### config.mk
export PLATFORM = sky130hd
export DESIGN_NAME = pipe_stall_ctrl
export DESIGN_NICKNAME = d
export VERILOG_FILES = /design/src/rtl/pipe_stall_ctrl.sv
export SDC_FILE = /design/constraint.sdc
export NUM_CORES = 1
export LEC_CHECK = 0
export BUFFER_PORTS_ARGS = -buffer_cell sky130_fd_sc_hd__buf_2
export CORE_ASPECT_RATIO = 1.1
export CORE_UTILIZATION = 50
export CTS_CLUSTER_DIAMETER = 200
export DETAILED_ROUTE_END_ITERATION = 7
export PLACE_DENSITY = 0.83
export SLEW_MARGIN = 20
export SYNTH_ARGS = -nofsm -noshare
export SYNTH_HDL_FRONTEND = slang
export SYNTH_SLANG_ARGS = --single-unit
### constraint.sdc
create_clock -name clk -period 2.3 [get_ports clk]
set_input_delay 0.46 -clock clk [delete_from_list [all_inputs] [get_ports clk]]
set_output_delay 0.46 -clock clk [all_outputs]
set_load 0.01 [all_outputs]
### src/rtl/pipe_stall_ctrl.sv
// Pipeline stall/flush controller: prioritised thermometer stall code, multi-cycle EX tracking, branch flush.
// Optional load-use detection in decode is enabled by defining LOAD_USE_DET_EN.
module pipe_stall_ctrl (
    input  logic        clk,
    input  logic        rst_n,
    input  logic        if_wait,
    input  logic        id_hazard,
    input  logic        ex_mem_read,
    input  logic [4:0]  ex_rd,
    input  logic [4:0]  id_rs1,
    input  logic [4:0]  id_rs2,
    input  logic        ex_start,
    input  logic [4:0]  ex_cycles,
    input  logic        mem_wait,
    input  logic        branch_taken,
    output logic [5:0]  stall,
    output logic        flush,
    output logic        ex_busy,
    output logic [31:0] stall_count
);

    localparam int unsigned STG_W = 6;
    localparam int unsigned CYC_W = 5;
    localparam int unsigned CNT_W = 32;

    localparam logic [STG_W-1:0] STALL_MEM  = 6'b011111;
    localparam logic [STG_W-1:0] STALL_EX   = 6'b001111;
    localparam logic [STG_W-1:0] STALL_DEC  = 6'b000111;
    localparam logic [STG_W-1:0] STALL_IF   = 6'b000011;
    localparam logic [STG_W-1:0] STALL_NONE = 6'b000000;

    typedef enum logic {
        RUN     = 1'b0,
        EX_BUSY = 1'b1
    } state_t;

    state_t             state;
    state_t             state_nxt;
    logic [CYC_W-1:0]   cyc_cnt;
    logic [CYC_W-1:0]   cyc_cnt_nxt;
    logic               ex_busy_nxt;
    logic               dec_hazard;
    logic               ex_hold;
    logic [CNT_W-1:0]   stall_cnt_q;

`ifdef LOAD_USE_DET_EN
    // Load in EX whose destination feeds a source of the instruction in decode.
    logic load_use;
    assign load_use   = ex_mem_read && (ex_rd != '0) && ((ex_rd == id_rs1) || (ex_rd == id_rs2));
    assign dec_hazard = id_hazard | load_use;
`else
    logic unused_load_use;
    assign unused_load_use = ^{ex_mem_read, ex_rd, id_rs1, id_rs2};
    assign dec_hazard      = id_hazard;
`endif

    // EX cannot advance while memory waits or a multi-cycle op is in flight.
    assign ex_hold = mem_wait | ex_busy;

    // A redirect leaving EX kills the younger decode hazard, so flush masks it.
    always_comb begin
        flush = rst_n & branch_taken & ~ex_hold;
        stall = STALL_NONE;
        if (rst_n) begin
            if (mem_wait)                 stall = STALL_MEM;
            else if (ex_busy)             stall = STALL_EX;
            else if (dec_hazard & ~flush) stall = STALL_DEC;
            else if (if_wait)             stall = STALL_IF;
        end
    end

    // FSM state register
    always_ff @(posedge clk) begin
        if (!rst_n) begin
            state   <= RUN;
            cyc_cnt <= '0;
            ex_busy <= 1'b0;
        end else begin
            state   <= state_nxt;
            cyc_cnt <= cyc_cnt_nxt;
            ex_busy <= ex_busy_nxt;
        end
    end

    // FSM next state; counter holds remaining busy cycles including the current one
    always_comb begin
        state_nxt   = state;
        cyc_cnt_nxt = cyc_cnt;
        case (state)
            RUN: begin
                if (ex_start && (ex_cycles >= CYC_W'(2))) begin
                    cyc_cnt_nxt = ex_cycles - CYC_W'(1);
                    state_nxt   = EX_BUSY;
                end
            end
            EX_BUSY: begin
                cyc_cnt_nxt = (cyc_cnt == '0) ? '0 : cyc_cnt - CYC_W'(1);
                if (cyc_cnt <= CYC_W'(1)) begin
                    state_nxt = RUN;
                end
            end
            default: begin
                state_nxt   = RUN;
                cyc_cnt_nxt = '0;
            end
        endcase
        ex_busy_nxt = (state_nxt == EX_BUSY);
    end

    // Saturating count of cycles where the PC is held
    always_ff @(posedge clk) begin
        if (!rst_n) begin
            stall_cnt_q <= '0;
        end else if (stall[0] && (stall_cnt_q != '1)) begin
            stall_cnt_q <= stall_cnt_q + CNT_W'(1);
        end
    end

    assign stall_count = stall_cnt_q;

endmodule
=== Word-level counts from Yosys, hierarchy flattened ===
Cells that the tools add are included.

* Bits in registers: 38
* Logic and storage cells: 31

* $add $sub $neg: 3
* Order comparisons: 2
* Eq/ne operators: 2
* Mux-type cells: 11
* Bitwise logic cells: 7
* Reductions and logical operators: 3

{| class="wikitable"
|+ Operators by type and width
! operator !! number
|-
| adder 32 x 1 -> 32 bit (second input constant) || 1
|-
| != test 32 bit (second input constant) || 1
|-
| two-way mux 5 bit || 3
|-
| one-hot mux 5 bit (2 select lines) || 1
|-
| subtractor 5 x 1 -> 5 bit (second input constant) || 2
|-
| two-way mux 6 bit || 1
|-
| >= comparator 5 x 2 -> 1 bit (second input constant) || 1
|-
| less-or-equal comparator 5 x 1 -> 1 bit (second input constant) || 1
|-
| zero test 5 bit || 1
|-
| two-way mux 4 bit || 1
|-
| AND 1 bit || 3
|-
| two-way mux 3 bit || 1
|-
| NOT 1 bit || 3
|-
| logical AND 1 bit || 2
|-
| two-way mux 1 bit || 2
|-
| two-way mux 2 bit || 1
|-
| != test 2 bit (second input constant) || 1
|-
| one-hot mux 1 bit (2 select lines) || 1
|-
| bitwise OR 1 bit || 1
|}

=== Longest topological paths before layout ===
Gate-level depths: netlist (run 1).

* Depth after elaboration: 10
* Depth in mapped cells: 8
* Mapped depth without buffers: 7

=== Worst setup path before layout (run 1) ===
No wires, ideal clock.

* Path kind: input-to-reg
* Start point: input rst_n
* End point: register stall_cnt_q[30] (netlist: stall_count[30])
* Library setup time: 71 ps
* Arrival: 1,798 ps
* Required time: 2,229 ps
* Setup slack: 430 ps
* Stages on the path: 6
* Buffers on the path: 1
* Cell sequence: clkbuf_1 -> nand2_1 -> clkinv_1 -> nand2_1 -> or4_1 -> a21oi_1

* Word-level cells in the longest chain between the ends: 9

{| class="wikitable"
|+ RTL lines
! item !! line !! text
|-
| start, declared || 5 || <nowiki>input logic rst_n,</nowiki>
|-
| AND 1 bit (2 in a row) || 62 || <nowiki>flush = rst_n & branch_taken & ~ex_hold;</nowiki>
|-
| NOT 1 bit || 67 || <nowiki>else if (dec_hazard & ~flush) stall = STALL_DEC;</nowiki>
|-
| AND 1 bit || 67 ||
|-
| two-way mux 3 bit || 67 ||
|-
| two-way mux 4 bit || 66 || <nowiki>else if (ex_busy) stall = STALL_EX;</nowiki>
|-
| two-way mux 5 bit || 65 || <nowiki>if (mem_wait) stall = STALL_MEM;</nowiki>
|-
| two-way mux 6 bit (*) || 64 || <nowiki>if (rst_n) begin</nowiki>
|-
| via stall[0] || 16 || <nowiki>output logic [5:0] stall,</nowiki>
|-
| logical AND 1 bit (*) || 114 || <nowiki>end else if (stall[0] && (stall_cnt_q != '1)) begin</nowiki>
|-
| end signal, assigned || 115 || <nowiki>stall_cnt_q <= stall_cnt_q + CNT_W'(1);</nowiki>
|-
| end, declared || 44 || <nowiki>logic [CNT_W-1:0] stall_cnt_q;</nowiki>
|}

The timed path passes the listed nets; every way through them passes the cells marked *.
A chain may end at the register's enable or synchronous reset.

=== Worst setup path in the final report (run 1) ===
* Start point: register stall_cnt_q[0] (netlist: stall_count[0])
* End point: register stall_cnt_q[14] (netlist: stall_count[14])

* Word-level cells in the longest chain between the ends: 2
* Elaborated cells between the ends (all ways): 3
* Those cells by class: add/sub: 1; eq/ne: 1; reduce/logical: 1

{| class="wikitable"
|+ RTL lines
! item
|-
| parallel branches: the longest is 2 deep, another holds adder 32 x 1 -> 32 bit
|}

Parallel ways; which one is timed is not known.

==> results of run 1 <==
## worst max-delay path, delay by kind of cell (launching register included)
family | cells | cell delay, ps
flops | 1 | 410
fa+ha+maj | 1 | 200
compound gates | 1 | 140
simple gates | 4 | 1200
## cell usage after synthesis, types with 2 or more instances
master | count | area share
dfxtp_1 | 38 | 0.34
nand2_1 | 22 | 0.037
a21oi_1 | 21 | 0.047
nand3_1 | 16 | 0.036
nor2_1 | 14 | 0.024
o21ai_0 | 13 | 0.029
or4_1 | 12 | 0.040
or3_1 | 11 | 0.031
inv_1 | 10 | 0.017
o31ai_1 | 10 | 0.034
nand4_1 | 8 | 0.022
clkbuf_1 | 7 | 0.012
ha_1 | 6 | 0.034
and2_1 | 5 | 0.014
buf_4 | 5 | 0.017
mux2i_1 | 5 | 0.022
nand2b_1 | 5 | 0.014
nor3_1 | 5 | 0.011
a21oi_2 | 4 | 0.016
and3_1 | 4 | 0.011
and4_1 | 4 | 0.016
o21a_1 | 4 | 0.013
o41ai_1 | 4 | 0.016
nor3b_1 | 3 | 0.010
nor4_1 | 3 | 0.0084
o211ai_1 | 3 | 0.010
o22ai_1 | 3 | 0.0084
xnor2_1 | 3 | 0.012
a211oi_1 | 2 | 0.0067
nor2b_1 | 2 | 0.0056
o311ai_0 | 2 | 0.0079
## cell families (layout without fill, tap and decap cells)
kind of cell               count (synthesis)  in the layout  share of synthesized area
muxes                                      5              5                     0.0225
other                                      1              1                    0.00168
adders and majority gates                  6              6                     0.0337
buffers and inverters                     26             81                     0.0612
xor gates and xnor gates                   4              4                     0.0157
and+or+nand+nor                          119            119                      0.311
DFF                                       38             38                      0.341
AOI/OAI and AO/OA                         72             72                      0.213
## final cells by class
type / count / area, µm²
clock buffer: 6 / 82.6
clock inverter: 2 / 12.5
fill: 376 / 1630
inverter: 11 / 41.3
multi-input combinational: 207 / 1340
sequential: 38 / 761
tap: 54 / 67.6
timing repair buffer: 62 / 353
## worst min-delay path by stage
stage	endpoint	startpoint
2_1_floorplan	cyc_cnt[4]	cyc_cnt[4]
3_3_place_gp	stall_count[7]	stall_count[7]
3_5_place_dp	stall_count[15]	stall_count[15]
4_1_cts	stall_count[18]	rst_n
5_1_grt	stall_count[18]	rst_n
6_report	stall_count[15]	stall_count[15]
## metrics by stage
| step | hold slack (ps) | worst slack (ps) | power (mW) | instances |
|---|---|---|---|---|
| 6_report | 486 | 288 | 1.35 | 380 |
| 4_1_cts | 489 | 267 | 1.37 | 380 |
| 3_3_place_gp | 470 | 274 | 0.890 | 372 |
| 2_1_floorplan | 477 | 430 | 0.833 | 271 |
| 3_5_place_dp | 478 | 243 | 0.896 | 372 |
| 5_1_grt | 495 | 121 | 1.44 | 380 |
## cells in the final DEF (no fill, tap or decap), drive strengths merged, types with 4 or more instances in the layout
cell type / instances
a21oi: 25
and2: 5
and3: 4
and4: 4
buf: 62
clkbuf: 6
dfxtp: 38
ha: 6
inv: 10
mux2i: 5
nand2: 22
nand2b: 5
nand3: 16
nand4: 10
nor2: 14
nor3: 6
o21a: 4
o21ai: 15
o31ai: 11
o41ai: 4
or3: 11
or4: 13
## where the power goes
group	internal, mW	switching [mW]
combinational	0.0793	0.108
clock	0.241	0.229
sequential	0.677	0.0199
total	0.997	0.357
## metal layers
layer / vias up / wire length, µm
li1: 1121 / -
met1: 1070 / 2270
met2: 76 / 2390
met3: 10 / 266
met4: 0 / 93
met5: - / 0
## state kept, by name, indices dropped and copies added, names as in the netlist
register     count
cyc_cnt          5
stall_count     32
state            1
==> metrics.txt, run 1 <==
post-CTS resize count 0; RSZ-0062 raised after global routing false; layout cell share with drive strength beyond 1 0.252; Crit. End Element flip-flop; Placed Area between 2000 and 3000 µm²; CTS Sinks 38; CP Capture Point stall_count[14]; final hold viol count 0; gpl congestion approximately 0.9; worst endpoint required time 2520 ps; max cap viols 0; Worst Path Arrival 2230 ps; Slew HR 0.640; DRC 0; static leakage 1.03 nW; CP startpoint stall_count[0]; drt pass-1 iters 4; critical-path cell list ha_1 > and3_1 > and2_1 > nand2_1 > or4_1 > a21oi_2; Max Fclk about 500 MHz; Synthesis Warnings 0; core area approximately 4300 µm²; ys flop type dfxtp_1; via count of the first global-routing pass 1938; Reg-to-Reg Start stall_count[0]; Post-synth ARST share 0; nets@finish 359; DRT iter0 DRCs 162; FF-to-FF setup slack slightly below 300 ps; Mapped Nets 305; pin count of the biggest net entering global routing 29; first-pass GRT wire length 8630 µm; Worst R2R Path Depth 6; Avg Inst Size Synth 8.22 µm²; # setup viols final 0; via count approximately 2.3k; Ant. Diodes 0; Worst path max stage delay 480 ps; CP max-delay cell or4_1; Clock Path Buffers 2; Placement Rows 25; routed wire length roughly 5000 µm; library cells used by synthesis 48; dpl hpwl between 3000 and 4000 µm; drt wl/cell roughly 13 µm; number of enable flip-flop cells after synthesis 0; max-slew violations 0; Post-Synthesis Cells between 200 and 300; clock root cell clkbuf_8; Worst Setup Path Type reg2reg; Most Crowded Layer GR met2; crit share post-route 0.875; Post-Syn Area ~2200 µm²; Chip Height about 70 µm; register area share after synthesis 0.341; Peak VDD IR 0.360 mV; initial antenna violation count 0; met3 Usage GRT 0.0519; min-delay worst type reg2reg; Hold Buf Count CTS 0; post-route antenna net violation count 0; CP Launch Type flip-flop; I/O Buffers 50; Hold Path Depth 2; CTS Buf Count 5; io pins about 70; Die W between 60 and 70 µm; fin crit period 2010 ps; pwr/cell area approximately 510 nW/µm²; final core utilization 0.621; post-CTS setup buffer count 0; Worst Path Max Fanout 10; Reg clk slew, reported paths approximately 80 ps; Finished Cell Area about 2700 µm²; synthesis-stage register bit count 38; clk_lat worst skew between 200 and 300 ps; grt total ovfl 0; area grow syn2layout 19.4%; htree depth 2; overall global routing resource usage 0.232; setup tns final 0 ps; reg2reg end stall_count[14]; Initial Utilization 0.520; Layout Skew approximately 7.8 ps; met1 Use GR 0.293; met2 usage 0.380; vias per inst 5.99; Worst-Margin Slew roughly 530 ps; status finished clean; CTS tree built; Die Footprint ~4700 µm²
Note: power is estimated with default switching activity, not from simulation.
==> run 2: changes to the inputs <==
Settings changed: CORE_UTILIZATION 50 to 51, PLACE_DENSITY 0.83 to 0.84, REMOVE_ABC_BUFFERS from default to 1.
==> run 2 against run 1 <==
Sequential cell count did not move. Clock power rose by 51%. Core utilization rose by 3.5 points. Final area rose by 0.71%. Sequential share of layout area fell by 0.20 points. Count of clock-buffer cells in the layout did not move. Critical path type unchanged. Largest power group is now the clock network. Highest routed layer unchanged.
==> metrics.txt, run 2 (synthesis results as in run 1) <==
CP startpoint stall_count[9]; pwr/cell area between 500 and 600 nW/µm²; via count approximately 2.3k; Die Footprint about 4600 µm²; post-CTS resize count 0; nets@finish ~360; Peak VDD IR approximately 0.33 mV; vias per inst approximately 6.1; Layout Skew approximately 10 ps; Reg clk slew, reported paths 80 ps; DRT iter0 DRCs roughly 150; max-slew violations 0; clock root cell clkbuf_8; Chip Height 71.3 µm; crit share post-route 0.917; overall global routing resource usage 0.246; drt pass-1 iters 4; grt total ovfl 0; FF-to-FF setup slack between 150 and 200 ps; max reg flops 32; most frequent cells in the layout 50 x buf_2, 38 x dfxtp_1, 22 x nand2_1; Worst Path Max Fanout 13; RSZ-0062 raised after global routing false; Ant. Diodes 0; static leakage approximately 1.0 nW; Placement Rows 24; initial antenna violation count 0; Max Fclk 474 MHz; CTS tree built; area grow syn2layout 20.2%; status finished clean; Reg-to-Reg Start stall_count[9]; # setup viols final 0; pin count of the biggest net entering global routing 30; worst endpoint required time around 2500 ps; setup tns final 0 ps; core area 4080 µm²; Worst R2R Path Depth 5; Initial Utilization 0.546; CTS Sinks 38; routed wire length 5380 µm; DRC 0; via count of the first global-routing pass 2063; Slew HR 0.640; CTS Buf Count 5; Worst-Margin Slew approximately 530 ps; Power Total between 1.5 and 2 mW; CP Capture Point stall_count[27]; gpl congestion 0.857; layout cell share with drive strength beyond 1 0.247; Crit. End Element flip-flop; Clock Path Buffers 2; Die W around 65 µm; Hold Buf Count CTS 0; CP Launch Type flip-flop; final hold viol count 0; reg2reg end stall_count[27]; fin crit period between 2000 and 2500 ps; post-route antenna net violation count 0; I/O Buffers 50; min-delay worst type reg2reg; Worst Path Arrival 2340 ps; dpl hpwl 3740 µm; max cap viols 0; post-CTS setup buffer count 0; htree depth 2; first-pass GRT wire length 9110 µm; io pins 68; commonest non-fill, non-tap cell in the layout buf_2; clk_lat worst skew about 290 ps; Worst Setup Path Type reg2reg; drt wl/cell 14.3 µm
==> run 2: cell count changes in the layout (fill, tap and decap cells not counted), sizes merged <==
cell      before  now
clkinvlp       1    0
bufinv         0    2
buf           62   60
clkinv         2    1
==> run 2: final cells by class <==
cell class / instances / area, µm²
Clock buffer: 6 / 82.6
Clock inverter: 2 / 60.1
Fill cell: 359 / 1410
Inverter: 11 / 41.3
Multi-Input combinational cell: 207 / 1330
Sequential cell: 38 / 761
Tap cell: 52 / 65.1
Timing Repair Buffer: 60 / 338
==> run 2: worst min-delay path by stage <==
| stage | from | endpoint | slack, ps | depth (start not counted) |
|---|---|---|---|---|
| 3_5_place_dp | stall_count[15] | stall_count[15] | 470 | 2 |
| 6_report | stall_count[15] | stall_count[15] | 490 | 2 |
| 2_1_floorplan | cyc_cnt[4] | cyc_cnt[4] | 480 | 2 |
| 3_3_place_gp | stall_count[15] | stall_count[15] | 470 | 2 |
| 4_1_cts | stall_count[15] | stall_count[15] | 490 | 2 |
| 5_1_grt | rst_n | stall_count[2] | 520 | 3 |
==> run 2: through the flow <==
stage / area [µm²] / worst slack [ps] / utilization / hold WS, ps / instances
after detailed placement: 2540 / 251 / 0.621 / 474 / 368
after CTS: 2680 / 235 / 0.656 / 487 / 376
after global routing: 2680 / 23.0 / 0.656 / 520 / 376
after floorplan: 2130 / 134 / - / 477 / 256
after global placement: 2540 / 272 / 0.621 / 469 / 368
final: 2680 / 190 / 0.656 / 488 / 376
==> run 2: per-layer routing <==
metal,track usage,vias to the layer above,part of all wire
li1,-,1119,-
met1,0.314,1092,0.45
met2,0.418,59,0.49
met3,0.0478,7,0.044
met4,0.0797,0,0.011
met5,0,-,0
==> run 2: critical path, stage by stage, from the launching register on <==
cell	delay [ps]
dfxtp_1	430
and4_1	340
and2_1	340
o2111ai_2	350
or3_1	440
a21oi_1	150
==> run 2: power breakdown <==
group / total (mW) / switching, mW / leakage (nW) / internal [mW]
sequential: 0.697 / 0.0208 / 0.308 / 0.677
clock: 0.710 / 0.247 / 0.0714 / 0.463
combinational: 0.188 / 0.108 / 0.667 / 0.0798
==> run 3: changes to the inputs <==
Settings changed: CORE_UTILIZATION 51 to 46, PLACE_DENSITY 0.84 to 0.81.
Clock period 2.3 ns to 1.7 ns, I/O delays scaled along.
==> run 3 against run 2 <==
The flow now finishes with violations (negative setup slack). Fmax increased by 10%. Via count rose by 28%. Sequential power up 36%. Routed wire length rose by 70%. Largest cell class unchanged.
==> metrics.txt, run 3 (synthesis results as in run 1) <==
status finished, violations left; failing checks negative setup slack; CTS Buf Count 5; pin count of the biggest net entering global routing 18; DRC 0; final hold viol count 0; Setup WS post-layout -210 ps; Reg-to-Reg Start stall_count[26]; # setup viols final 33; fin crit period 1910 ps; grt total ovfl 0; Hold Buf Count CTS 0; io pins 68; via count of the first global-routing pass 2643; Peak VDD IR 0.339 mV; drt wl/cell about 20 µm; Clock Path Buffers 2; hold_ws slightly below 500 ps; Placement Rows 26; post-route antenna net violation count 0; Hold Startpoint rst_n; Die Footprint around 5000 µm²; Worst Setup Path Type reg2reg; htree depth 2; Power Total ~1.9 mW; routed wire length a little over 9000 µm; overall global routing resource usage 0.333; top sig layer met4; drt pass-1 iters 7; Max Fclk around 520 MHz; worst endpoint required time roughly 1900 ps; nets@finish 436; Layout Skew just under 6 ps; clk_lat worst skew 300 ps; metal2 WL around 4600 µm; static leakage around 1.5 nW; layout cell share with drive strength beyond 1 0.566; CTS tree built; first-pass GRT wire length between 10000 and 15000 µm; routed wl met3 a little under 700 µm; max cap viols 0; Reg clk slew, reported paths around 70 ps; core area around 4700 µm²; dpl hpwl 4520 µm; commonest non-fill, non-tap cell in the layout buf_4; via count approximately 2.9k; Placement Setup Slack -309 ps; CTS Sinks 38; crit share post-route 1.12; Die W about 68 µm; cell total after placement ~430; Worst Path Max Fanout 3; gpl congestion around 0.83; initial antenna violation count 0; area grow syn2layout 64.4%; max reg flops 32; DRT iter0 DRCs around 210; I/O Buffers 50; min-delay worst type in2reg; pwr/cell area approximately 530 nW/µm²; RSZ-0062 raised after global routing true; Initial Utilization 0.479; most frequent cells in the layout 75 x buf_4, 50 x buf_2, 19 x nand2_1, 19 x dfxtp_1, 18 x dfxtp_2; wl on met1 roughly 3300 µm; Crit. End Element flip-flop; clock root cell clkbuf_8; Worst Path Arrival 2090 ps; Ant. Diodes 0; CP startpoint stall_count[26]; Non-Filler Instances approximately 460; max-slew violations 0; Chip Height around 75 µm; CP Launch Type flip-flop; vias per inst about 6.4
-- run 3: area by class of cell --
type | instances | area (µm²)
multi-input combinational | 208 | 1700
fill | 278 | 988
timing repair buffer | 138 | 977
sequential | 38 | 787
clock buffer | 6 | 82.6
tap | 56 | 70.1
inverter | 11 | 43.8
-- run 3: routing by layer --
layer,GRT usage,vias up
li1,-,1277
met3,0.0727,82
met2,0.577,207
met5,0,-
met4,0.238,0
met1,0.351,1345
-- run 3: power breakdown --
group          internal (mW)  total [mW]  switching (mW)
sequential             0.916       0.948          0.0324
clock                  0.313       0.639           0.326
combinational          0.157       0.354           0.197
total                   1.39        1.94           0.556
-- run 3: per-stage QoR --
stage,TNS (ps),cell area (µm²),utilization
detailed placement,-5940,3010,0.646
CTS,-2910,3540,0.761
floorplan,-11260,2130,-
finish,-3690,3660,0.788
global route,-5690,3660,0.788
global placement,-4060,3010,0.646
-- run 3: repair_timing --
action                     4_1_cts  5_1_grt
pin swaps                       34       24
gates cloned                     2        0
buffers inserted                15        5
setup endpoints to repair       33       35
gates resized for setup         78       40
-- run 3: worst max-delay path, cell delays in order, from the launching register on --
cell and delay [ps]:
dfxtp_2 330, nand4_1 150, or4_4 580, buf_6 150, o211ai_1 300, or3_1 210
a21oi_2 60
-- run 3: worst paths after layout --
| kind | endpoint | slack, ps | cells past startpoint |
|---|---|---|---|
| max | stall_count[20] | -210 | 6 |
| min reg2reg | stall_count[7] | 520 | 2 |
| min | stall_count[4] | 500 | 4 |
| max reg2reg | stall_count[20] | -210 | 6 |
